===== src/rtl/noc_endpoint_vc_buffer_pkg.sv =====
// Shared helpers for the per-virtual-channel endpoint flit buffer.
// Widths stay parameters, so the package only carries sizing helpers.
package noc_endpoint_vc_buffer_pkg;

    // Counter width that can represent 0..depth inclusive.
    function automatic int cnt_width(input int depth);
        return $clog2(depth) + 1;
    endfunction

endpackage


===== src/rtl/noc_endpoint_vc_fifo.sv =====
// Single-channel elastic flit FIFO with packet counting and a head FSM
// that gates out_valid in store-and-forward mode.
module noc_endpoint_vc_fifo
    import noc_endpoint_vc_buffer_pkg::*;
#(
    parameter int FLIT_WIDTH = 32,
    parameter int DEPTH      = 4,
    parameter int FULLPACKET = 0
) (
    input  logic                  clk,
    input  logic                  rst,
    input  logic [FLIT_WIDTH-1:0] in_flit,
    input  logic                  in_last,
    input  logic                  in_valid,
    output logic                  in_ready,
    output logic [FLIT_WIDTH-1:0] out_flit,
    output logic                  out_last,
    output logic                  out_valid,
    input  logic                  out_ready
);

    localparam int AW = $clog2(DEPTH);
    localparam int CW = cnt_width(DEPTH);

    typedef enum logic {
        HEAD_IDLE,
        HEAD_FWD
    } head_state_t;

    logic [FLIT_WIDTH:0] mem [DEPTH];
    logic [AW-1:0]       wr_ptr;
    logic [AW-1:0]       rd_ptr;
    logic [CW-1:0]       count;
    logic [CW-1:0]       pkt_cnt;
    head_state_t         state;

    logic full;
    logic empty;
    logic push;
    logic pop;
    logic push_last;
    logic pop_last;

    assign full      = (count == CW'(DEPTH));
    assign empty     = (count == '0);
    assign in_ready  = !full && !rst;
    assign push      = in_valid && in_ready;
    assign pop       = out_valid && out_ready;
    assign out_flit  = mem[rd_ptr][FLIT_WIDTH-1:0];
    assign out_last  = mem[rd_ptr][FLIT_WIDTH];
    assign push_last = push && in_last;
    assign pop_last  = pop && out_last;

    // Store-and-forward holds the head back until a whole packet is in, unless
    // the FIFO is full (packet longer than DEPTH) or a packet is already flowing.
    always_comb begin
        out_valid = !empty;
        if (FULLPACKET != 0 && state == HEAD_IDLE) begin
            out_valid = !empty && (pkt_cnt != '0 || full);
        end
    end

    always_ff @(posedge clk) begin
        if (push) begin
            mem[wr_ptr] <= {in_last, in_flit};
        end
    end

    always_ff @(posedge clk or posedge rst) begin
        if (rst) begin
            wr_ptr  <= '0;
            rd_ptr  <= '0;
            count   <= '0;
            pkt_cnt <= '0;
            state   <= HEAD_IDLE;
        end else begin
            if (push) begin
                wr_ptr <= wr_ptr + 1'b1;
            end
            if (pop) begin
                rd_ptr <= rd_ptr + 1'b1;
            end
            if (push && !pop) begin
                count <= count + CW'(1);
            end else if (pop && !push) begin
                count <= count - CW'(1);
            end
            if (push_last && !pop_last) begin
                pkt_cnt <= pkt_cnt + CW'(1);
            end else if (pop_last && !push_last) begin
                pkt_cnt <= pkt_cnt - CW'(1);
            end
            case (state)
                HEAD_IDLE: if (out_valid && !pop_last) state <= HEAD_FWD;
                HEAD_FWD:  if (pop_last) state <= HEAD_IDLE;
                default:   state <= HEAD_IDLE;
            endcase
        end
    end

endmodule


===== src/rtl/noc_endpoint_vc_buffer.sv =====
// Per-virtual-channel elastic flit buffer between a router port and a tile
// interface; each channel is an independent FIFO with no cross-channel coupling.
module noc_endpoint_vc_buffer
    import noc_endpoint_vc_buffer_pkg::*;
#(
    parameter int FLIT_WIDTH = 32,
    parameter int CHANNELS   = 2,
    parameter int DEPTH      = 4,
    parameter int FULLPACKET = 0
) (
    input  logic                                 clk,
    input  logic                                 rst,
    input  logic [CHANNELS-1:0][FLIT_WIDTH-1:0]  in_flit,
    input  logic [CHANNELS-1:0]                  in_last,
    input  logic [CHANNELS-1:0]                  in_valid,
    output logic [CHANNELS-1:0]                  in_ready,
    output logic [CHANNELS-1:0][FLIT_WIDTH-1:0]  out_flit,
    output logic [CHANNELS-1:0]                  out_last,
    output logic [CHANNELS-1:0]                  out_valid,
    input  logic [CHANNELS-1:0]                  out_ready
);

    for (genvar c = 0; c < CHANNELS; c++) begin : g_channel
        noc_endpoint_vc_fifo #(
            .FLIT_WIDTH (FLIT_WIDTH),
            .DEPTH      (DEPTH),
            .FULLPACKET (FULLPACKET)
        ) u_fifo (
            .clk       (clk),
            .rst       (rst),
            .in_flit   (in_flit[c]),
            .in_last   (in_last[c]),
            .in_valid  (in_valid[c]),
            .in_ready  (in_ready[c]),
            .out_flit  (out_flit[c]),
            .out_last  (out_last[c]),
            .out_valid (out_valid[c]),
            .out_ready (out_ready[c])
        );
    end

endmodule


===== config.mk =====
export PLATFORM = sky130hd
export DESIGN_NAME = noc_endpoint_vc_buffer
export DESIGN_NICKNAME = d
export VERILOG_FILES = /design/src/rtl/noc_endpoint_vc_buffer_pkg.sv /design/src/rtl/noc_endpoint_vc_fifo.sv /design/src/rtl/noc_endpoint_vc_buffer.sv
export SDC_FILE = /design/constraint.sdc
export NUM_CORES = 1
export LEC_CHECK = 0
export BUFFER_PORTS_ARGS = -buffer_cell sky130_fd_sc_hd__clkbuf_2
export CAP_MARGIN = 10
export CORE_ASPECT_RATIO = 2
export CORE_MARGIN = 2
export CORE_UTILIZATION = 45
export DETAILED_ROUTE_END_ITERATION = 8
export PLACE_DENSITY = 0.67
export SYNTH_ARGS = -nofsm -noshare
export SYNTH_HDL_FRONTEND = slang
export SYNTH_SLANG_ARGS = --single-unit

===== constraint.sdc =====
create_clock -name clk -period 1.96 [get_ports clk]
set_input_delay 0.294 -clock clk [delete_from_list [all_inputs] [get_ports clk]]
set_output_delay 0.294 -clock clk [all_outputs]
set_load 0.1 [all_outputs]

==> flow_summary.toml <==
[place]
portBuffers = 141
dp_cells = 851
dp_hpwl_um = 12300
gp_congestion = 0.698

[route]
remaining_drc_errors = 0
totalWireLength_um = 20100
vias_per_cell = 5.20
drtIter0Drc = 207
wire_per_inst_um = 20.7
first_pass_iters = 6
antenna_left = 0
vias = 5063

[sta]
clock.fmax_ghz = 0.434
worst_pin_slew_ns = 0.579
fin_crit_ns = 2.30
setup_violations = 66
relSlewSlack_pct = 61.3
slew_viol_final = 0
finalHoldViolCount = 0
rsz0062_at_grt = "yes"
finClkSkew_ns = 0.0136
worst_slack_ns = -0.343
post-route-period-util_pct = 117

[global_routing]
grt_max_degree = 35
grt_pass1_wl_um = 31300
overflow = 0
grt.total_usage_pct = 16.5
first_global_vias = 5707
grt_antenna_before_repair = 0

[cells_and_area]
syn2layout_area_growth_pct = 35.7
fin_nets = 762
register_area_sq_um = 8280
layout_common_cells = "264 x edfxtp_1, 77 x buf_12, 71 x clkbuf_2"
antenna_cells = 0
final_cells = 973
final_common_cell = "edfxtp_1"
fillers = 1631
post_route_cells_drive_above_1_share_pct = 44.9
multi_input_area_sq_um = 2010

[yosys]
syn-mean-instance-area_sq_um = 24.7
synth_seq_cells = 278
synth_fp_nets = 509
synth_area_sq_um = 10500
synth_cell_type_count = 22
synth_largest_area_cell = "edfxtp_1"
ys_seq_area_share_pct = 78.8
synthesis.instances = 425
yosys-top-cells-area = "edfxtp_1 75%, mux4_2 12%, dfrtp_1 3.3%"
synth_top_area_share_pct = 75.5
ys_warn_count = 0

[job]
max_cap_violations = 0

[critical_path]
critPathMaxFanout = 7
timing.rr.end = "g_channel[0].u_fifo.count[2]$_DFFE_PP0P_"
rr_startpoint = "g_channel[0].u_fifo.count[1]$_DFFE_PP0P_"
reg2regPathDepth = 8
required_ns = 1.67
crit_type = "reg2out"
arrival_ns = 2.01
startpoint_type = "flop"
endpoint_kind = "primary output"
reg2reg_setup_slack_ns = 0.02

[clock_network]
cts_made_buffers = 23
path_clk_slew_ns = 0.07
cts_tree = "built"
h-tree-depth = 1
clockRootBuffer = "clkbuf_16"
cts_sinks = 278
cts.path.max_buffers = 3
clock_latency_ns = 0.51

[floorplan]
die-height_um = 220
dieArea_sq_um = 24700
fp.coreArea_sq_um = 23100
io_pins = 142
die_w_um = 112
initial_core_util_pct = 45.4
std_cell_rows = 79

[min_path]
whs_path_depth = 1
min_from = "in_flit[25]"
worstHoldEndpoint = "g_channel[0].u_fifo.mem[3][25]$_DFFE_PP_"
hold_path_class = "in2reg"

[outcome]
violations = "negative setup slack"
outcome = "finished, violations left"
## metal layers
layer	up-vias	track usage (%)	share of wire, %
met5	-	0	0
met4	0	5.37	1.9
met3	28	3.49	5.9
met2	166	31.7	58
met1	2607	18.0	35
li1	2262	-	-
## flip-flops by register name (all words and copies together), names as in the netlist
| name | count |
|---|---|
| g_channel.u_fifo.rd_ptr | 4 |
| g_channel.u_fifo.count | 6 |
| g_channel.u_fifo.mem | 264 |
| g_channel.u_fifo.wr_ptr | 4 |
## stage by stage
| step | util, % | hold slack [ns] | TNS [ns] | setup WS [ns] | cell area [sq um] |
|---|---|---|---|---|---|
| floorplan | - | 0.183 | -0.0448 | -0.0448 | 10500 |
| global placement | 54.8 | 0.386 | -1.41 | -0.0253 | 12700 |
| detailed placement | 54.8 | 0.414 | -13.84 | -0.144 | 12700 |
| CTS | 61.5 | 0.00317 | -20.39 | -0.385 | 14200 |
| global route | 61.7 | 0.0103 | -21.57 | -0.410 | 14300 |
| finish | 61.7 | 0.0268 | -17.28 | -0.343 | 14300 |
## logic make-up (layout without fill, tap and decap cells)
family                     Yosys count  count (layout)  synth area share, %
AOI/OAI and AO/OA                    4               4                0.262
DFF                                278             278                 78.8
buffers and inverters               29             294                 2.42
and+or+nand+nor                     20              20                 1.02
adders and majority gates           12              12                 1.57
xor gates and xnor gates            12              12                 1.00
muxes                               70              70                 14.9
## synthesized netlist by cell type (all sizes together)
library cell  number
edfxtp           264
mux4              66
buf               22
dfrtp             14
ha                10
and2               8
xnor2              8
inv                7
a21oi              4
mux2               4
nor2               4
xor2               4
fa                 2
nand2              2
nand2b             2
nand3              2
or3                2
## worst max path at each step
| stage | start | end | slack (ns) |
|---|---|---|---|
| 2_1_floorplan | g_channel[0].u_fifo.count[0]$_DFFE_PP0P_ | g_channel[0].u_fifo.count[2]$_DFFE_PP0P_ | -0.04 |
| 3_3_place_gp | g_channel[0].u_fifo.count[1]$_DFFE_PP0P_ | g_channel[0].u_fifo.count[2]$_DFFE_PP0P_ | -0.03 |
| 3_5_place_dp | g_channel[0].u_fifo.count[1]$_DFFE_PP0P_ | g_channel[0].u_fifo.count[2]$_DFFE_PP0P_ | -0.14 |
| 4_1_cts | g_channel[1].u_fifo.rd_ptr[0]$_DFFE_PP0P_ | out_flit[59] | -0.38 |
| 5_1_grt | g_channel[1].u_fifo.rd_ptr[0]$_DFFE_PP0P_ | out_flit[59] | -0.41 |
| 6_report | g_channel[1].u_fifo.rd_ptr[0]$_DFFE_PP0P_ | out_flit[59] | -0.34 |
## worst max-delay path, stage by stage (launching register included)
cell and delay [ns]:
dfrtp_2 0.37, buf_12 0.13, buf_8 0.13, buf_6 0.13, mux4_2 0.54, buf_12 0.19
## area by class of cell
cell class	count	area share, %
multi-input combinational	118	14.1
tap	283	2.48
clock inverter	11	0.439
inverter	7	0.184
sequential	278	58.1
timing repair buffer	250	20.6
clock buffer	26	4.12
## what timing repair did
action                                  4_1_cts  5_1_grt
endpoints found under the setup margin      206       71
gates cloned                                  3        1
pin swaps                                    10        8
hold buffers                                 62        0
buffers inserted                             14        8
endpoints found under the hold margin       258        0
gates resized for setup                      39        7
Power is not shown: default switching activity piles up to over one toggle a cycle in this logic, so the estimate is an artifact.
